$ cat src/rtl/hilo_acc.sv
// HI/LO register pair with a two-cycle multiply-accumulate unit (MADDU/MADD/MSUBU/MSUB).
// Optional macro HILO_BYPASS_EN forwards direct-write data to hi_o/lo_o in the write cycle.
module hilo_acc #(
    parameter int DATA_W = 32
) (
    input  logic              clk,
    input  logic              rst,
    input  logic              we_hi,
    input  logic              we_lo,
    input  logic [DATA_W-1:0] hi_i,
    input  logic [DATA_W-1:0] lo_i,
    input  logic              acc_valid,
    input  logic [1:0]        acc_op,
    input  logic [DATA_W-1:0] acc_a,
    input  logic [DATA_W-1:0] acc_b,
    input  logic              flush,
    output logic [DATA_W-1:0] hi_o,
    output logic [DATA_W-1:0] lo_o,
    output logic              busy,
    output logic              acc_done
);

    typedef enum logic {
        IDLE = 1'b0,
        MUL  = 1'b1
    } state_t;

    state_t              state, state_d;
    logic [DATA_W-1:0]   hi_q, lo_q, hi_d, lo_d;
    logic [2*DATA_W-1:0] prod_q, prod_d;
    logic [2*DATA_W-1:0] a_ext, b_ext, acc_res;
    logic [1:0]          op_q, op_d;
    logic                done_q, done_d;

    // acc_op[0] selects signed operands; a 2*DATA_W product of extended operands
    // is exact modulo 2^(2*DATA_W) for both signednesses.
    assign a_ext   = acc_op[0] ? {{DATA_W{acc_a[DATA_W-1]}}, acc_a} : {{DATA_W{1'b0}}, acc_a};
    assign b_ext   = acc_op[0] ? {{DATA_W{acc_b[DATA_W-1]}}, acc_b} : {{DATA_W{1'b0}}, acc_b};
    assign acc_res = op_q[1] ? ({hi_q, lo_q} - prod_q) : ({hi_q, lo_q} + prod_q);

    always_comb begin
        // NOTE: every output of this block gets a default first, so no path can infer a latch.
        state_d = state;
        hi_d    = hi_q;
        lo_d    = lo_q;
        prod_d  = prod_q;
        op_d    = op_q;
        done_d  = 1'b0;
        case (state)
            IDLE: begin
                if (we_hi) hi_d = hi_i;
                if (we_lo) lo_d = lo_i;
                if (acc_valid && !flush) begin
                    prod_d  = a_ext * b_ext;
                    op_d    = acc_op;
                    state_d = MUL;
                end
            end
            MUL: begin
                // acc_valid is deliberately ignored here: nothing is queued behind a busy unit.
                state_d = IDLE;
                if (we_hi || we_lo) begin
                    if (we_hi) hi_d = hi_i;
                    if (we_lo) lo_d = lo_i;
                end else if (!flush) begin
                    {hi_d, lo_d} = acc_res;
                    done_d       = 1'b1;
                end
            end
        endcase
    end

    always_ff @(posedge clk) begin
        // NOTE: sequential state uses non-blocking assignments so every register samples pre-edge values.
        if (rst) begin
            state  <= IDLE;
            hi_q   <= '0;
            lo_q   <= '0;
            prod_q <= '0;
            op_q   <= '0;
            done_q <= 1'b0;
        end else begin
            state  <= state_d;
            hi_q   <= hi_d;
            lo_q   <= lo_d;
            prod_q <= prod_d;
            op_q   <= op_d;
            done_q <= done_d;
        end
    end

    assign busy     = (state == MUL);
    assign acc_done = done_q;

`ifdef HILO_BYPASS_EN
    assign hi_o = (we_hi && !rst) ? hi_i : hi_q;
    assign lo_o = (we_lo && !rst) ? lo_i : lo_q;
`else
    assign hi_o = hi_q;
    assign lo_o = lo_q;
`endif

endmodule

$ cat config.mk
export PLATFORM = sky130hd
export DESIGN_NAME = hilo_acc
export DESIGN_NICKNAME = d
export VERILOG_FILES = /design/src/rtl/hilo_acc.sv
export SDC_FILE = /design/constraint.sdc
export NUM_CORES = 2
export LEC_CHECK = 0
export CORE_MARGIN = 4
export CORE_UTILIZATION = 60
export CTS_BUF_LIST = sky130_fd_sc_hd__clkbuf_2 sky130_fd_sc_hd__clkbuf_4 sky130_fd_sc_hd__clkbuf_8
export DETAILED_ROUTE_END_ITERATION = 7
export MAX_ROUTING_LAYER = met4
export PLACE_DENSITY = 0.78
export SYNTH_ARGS = -nofsm -noshare
export SYNTH_HDL_FRONTEND = slang
export SYNTH_SLANG_ARGS = --single-unit
$ cat constraint.sdc
create_clock -name clk -period 19.1 [get_ports clk]
set_input_delay 3.82 -clock clk [delete_from_list [all_inputs] [get_ports clk]]
set_output_delay 3.82 -clock clk [all_outputs]
set_load 0.005 [all_outputs]
### After elaboration in Yosys (flattened, before gate mapping)

Index checks and enable logic that the tools add are counted.

* register bits after elaboration: 132
* word-level logic and storage cells: 30

* add/sub/neg operators: 2
* multipliers: 1
* equal/unequal tests: 1
* multiplexer cells: 14
* bitwise gates (word level): 1
* reduce and logical (&&, ||, !) cells: 5

Operators with widths (count)
* $mux W32: 6
* $mux W64: 3
* $pmux W32 S2: 2
* $add A64 B64 Y64: 1
* $mul A64 B64 Y64: 1
* $sub A64 B64 Y64: 1
* $ne A3 B2 Y1 const B: 1
* $reduce_or A3 Y1: 1
* $mux W1: 2
* $pmux W1 S2: 1
* $reduce_and A2 Y1: 1
* $logic_and A1 B1 Y1: 1
* $logic_not A1 Y1: 1
* $logic_or A1 B1 Y1: 1
* $not A1 Y1: 1

### Depth between registers and ports, before layout

* depth after elaboration: 5
* mapped depth: 37
* mapped depth without buffers: 34

### Worst setup path after synthesis

Ideal clock, no wire load.

* kind: in2reg
* from: input acc_op[0]
* to: register prod_q[58]
* setup time: 0.091 ns
* arrival time: 12.360 ns
* slack: 6.649 ns
* cell stages on the path: 29
* buffers on the path: 2
* path through: and2_1 clkbuf_1 clkbuf_1 nand2_1 inv_1 fa_1 inv_1 fa_1 inv_1 fa_1 inv_1 fa_1 inv_1 fa_1 fa_1 fa_1 fa_1 fa_1 inv_1 fa_1 inv_1 ha_1 and3_1 nand4_1 o21a_1 o31a_1 o21a_1 or3_1 a311oi_1

* word-level cells in the longest chain between the ends: 2

Ends and longest elaborated chain
* start: declaration: line 13 `input logic [1:0] acc_op,`
* $mux W64, on equally long branches: line 37, 38
* $mul A64 B64 Y64 (*): line 54 `prod_d = a_ext * b_ext;`
* end signal: assignment: line 86 `prod_q <= prod_d;`
* end: declaration: line 30 `logic [2*DATA_W-1:0] prod_q, prod_d;`

Mark *: on every way between the ends. The rest lies on a longest branch, timed or not.
A chain may end at the register's enable or synchronous reset.

### Worst setup path after layout

* from: input acc_a[31]
* to: register prod_q[58]

* word-level cells in the longest chain between the ends: 2

Ends and longest elaborated chain
* start: declaration: line 14 `input logic [DATA_W-1:0] acc_a,`
* $mux W64: line 37 `assign a_ext = acc_op[0] ? {{DATA_W{acc_a[DATA_W-1]}}, acc_a} : {{DATA_W{1'b0}}, acc_a};`
* $mul A64 B64 Y64: line 54

Every way passes these cells.

==> results by group <==
Outcome
  • Status: finished clean

Clock tree
  • Clk buf depth: 2
  • Num CTS Buffers: 17
  • CTS tree: built
  • # hold bufs at CTS: 0
  • Post-CTS Setup Bufs: 0
  • Root Buffer: clkbuf_8
  • Htree depth: 4
  • Clk_lat worst skew: between 0.4 and 0.5 ns
  • # clock sinks: about 130
  • Post-CTS Resized: 0
  • Clock transition at path regs: about 0.080 ns

Detailed routing
  • Final wirelength: between 150,000 and 200,000 um
  • Drt first pass iters: 6
  • Wire length per cell: between 20 and 25 um
  • Final ANT Viol Nets: 0
  • Vias per Instance: 5.63
  • Drt drc: 0
  • 1st-iter DRT viols: approximately 3,400
  • Via count: roughly 44,000

Floorplan
  • Die ar.: just over 100,000 sq um
  • Core outline area: roughly 95,000 sq um
  • Die width: 319 um
  • Total I/O pin count: approximately 200
  • Initial core utilization: between 60% and 70%
  • FP Rows: between 100 and 150
  • Die H: 319 um

Worst setup path
  • Crit path DAT: around 14 ns
  • Crit-path max cell delay: just over 1 ns
  • WP depth: 27
  • Crit path launch: acc_a[31]
  • Critical path's most frequent cell: fa_1
  • Startpoint types: input pin
  • R2r startpoint: prod_q[2]
  • Worst Path Required: about 20 ns
  • Crit path kind: input pin to register
  • Reg2Reg Depth: 19
  • CP Buf/Inv Count: 7
  • Crit path capture type: register
  • CP max stage cell: fa_1
  • Worst-path fanout max: 38
  • Crit-path leading delay family: adder cells

Yosys
  • Main synth FF type: dfxtp_1
  • Count of state elements after synthesis: around 130
  • Asr flop ratio synth: 0%
  • Synthesized netlist cell count: 6,479
  • Area of the mapped netlist: 57,900 sq um
  • Yosys cell types: 85
  • Post-synth EDFFs: 0
  • Sequential fraction of the synthesis area: between 4 and 5%
  • Ys Warns: 0
  • Net count after synthesis: 8,410
  • Syn avg cell area: around 8.9 sq um

Finish
  • Ratio of cells with drive above 1 in the final layout: between 2 and 2.5%
  • Net count, final: ~8,400
  • Layout Area Growth over Synthesis: 5.82%

Global route
  • Vias in the first global route: approximately 48,000
  • Gr usage total: 34.2%
  • First-pass GRT wire length: between 200,000 and 300,000 um
  • Antenna violations before repair: 3
  • GR Overflow Total: 0
  • Largest net degree at the start of global routing: 67

Timing
  • Final Critical Period: around 14 ns
  • Relative slew slack: about 19%
  • Worst Clk Skew: 0.0202 ns
  • Unrepaired setup endpoints after global routing: no
  • Setup TNS: 0 ns
  • Slew Viols, Final: 0
  • Period utilisation layout: approximately three quarters
  • Endpoints failing setup: 0
  • Count of final hold-check violations: 0
  • Peak Freq: 71.0 MHz
  • Worst-Margin Slew: between 1 and 1.5 ns

Place
  • Hpwl dp: roughly 140,000 um
  • I/O Buffers: about 200
  • Final GP Congestion: between 1 and 1.5

Hold path
  • Hold Crit Depth: 2
  • Hold/Removal Path Class: register to register
  • Min-delay src: prod_q[51]

Flow run
  • # Max-Cap Violations: 0
[cell usage after synthesis, types with 28 or more instances]
| cell type | count | area share, % |
|---|---|---|
| a211oi_1 | 64 | 0.83 |
| a21o_1 | 76 | 0.99 |
| a21oi_1 | 262 | 2.3 |
| and2_1 | 573 | 6.2 |
| and3_1 | 40 | 0.43 |
| clkbuf_1 | 282 | 1.8 |
| dfxtp_1 | 131 | 4.5 |
| fa_1 | 1416 | 49 |
| ha_1 | 379 | 8.2 |
| inv_1 | 1565 | 10 |
| nand2_1 | 715 | 4.6 |
| nand3_1 | 33 | 0.29 |
| nor2_1 | 229 | 1.5 |
| nor3_1 | 28 | 0.24 |
| o21ai_0 | 111 | 0.96 |
| xnor2_1 | 189 | 2.9 |
| xor2_1 | 50 | 0.76 |
[cell usage in the layout (no fill, tap or decap), types with 5 or more instances in the layout]
master,n
inv_1,1565
fa_1,1416
nand2_1,714
and2_1,573
ha_1,379
a21oi_1,262
nor2_1,228
clkdlybuf4s50_1,195
xnor2_1,189
dfxtp_1,130
o21ai_0,111
buf_4,77
a21o_1,76
a211oi_1,64
xor2_1,50
and3_1,40
nand3_1,33
nor3_1,28
nand4_1,27
a31oi_1,26
o21a_1,25
clkbuf_8,20
o21bai_1,19
o211ai_1,17
nand2b_1,14
nor2b_1,14
nor4_1,11
a22o_1,11
o31ai_1,10
a221oi_1,10
or3_1,9
o2111ai_1,7
or2_2,6
and4_1,5
o21ai_1,5
a21boi_0,5
buf_2,5
[layer usage]
layer | track usage, % | vias to the layer above | wire length (um)
met1 | 45.2 | 22000 | 67200
met3 | 9.65 | 374 | 18300
met2 | 52.3 | 2077 | 73700
met5 | - | - | 0
li1 | - | 19200 | -
met4 | 9.35 | 0 | 5000
[stage by stage]
step	instance area [sq um]	hold slack, ns	worst slack, ns	cells	util, %
floorplan	57900	0.452	6.65	6479	-
global placement	60800	0.465	4.78	7714	63.8
detailed placement	60800	0.472	4.57	7714	63.8
CTS	61200	0.480	5.07	7745	64.3
global route	61200	0.504	4.60	7747	64.3
finish	61200	0.483	5.02	7747	64.3
[registers in the layout, summed over array words and instances, names as in the netlist]
signal	count
prod_q	64
op_q	1
acc_done	1
hi_o	32
busy	1
lo_o	32
[worst reg2reg max path: stages (launching register included)]
cell and delay, ns:
dfxtp_1 0.36, nor3_1 0.28, nand2b_1 0.14, nor3_1 0.38, and3b_1 0.29, nand2b_2 0.14
nor3_1 0.66, nor2_1 0.11, xnor2_1 0.16, ha_1 0.43, nand3_1 0.15, nor3_1 0.40
o2111ai_1 0.16, a31oi_1 0.41, o211ai_1 0.29, o21ba_2 0.29, o21ai_0 0.33, a31oi_1 0.16
xor2_1 0.16, a211oi_1 0.21
[final timing paths]
| path | endpoint | slack, ns |
|---|---|---|
| worst min register to register | prod_q[51] | 0.48 |
| worst max-delay path | prod_q[58] | 5.02 |
| worst min-delay path | prod_q[51] | 0.48 |
| worst max register to register | hi_o[27] | 13.48 |
[layout make-up]
type | instances | area (sq um)
Multi-Input combinational cell | 4476 | 48200
Timing Repair Buffer | 277 | 2550
Clock inverter | 10 | 123
Clock buffer | 21 | 283
Antenna cell | 2 | 5.00
Sequential cell | 131 | 2620
Inverter | 1565 | 5870
Tap cell | 1265 | 1580
Fill cell | 8035 | 34000
[cell families after synthesis]
family                   share of synthesized area (%)
buffers and inverters                             12.2
adder cells (fa/ha/maj)                           57.2
AND/OR/NAND/NOR                                   14.7
AO/OA/AOI/OAI                                     7.63
XOR/XNOR                                          3.64
flip-flops                                        4.53
multiplexers                                    0.0692
Power is not shown: default switching activity piles up to over one toggle a cycle in this logic, so the estimate is an artifact.
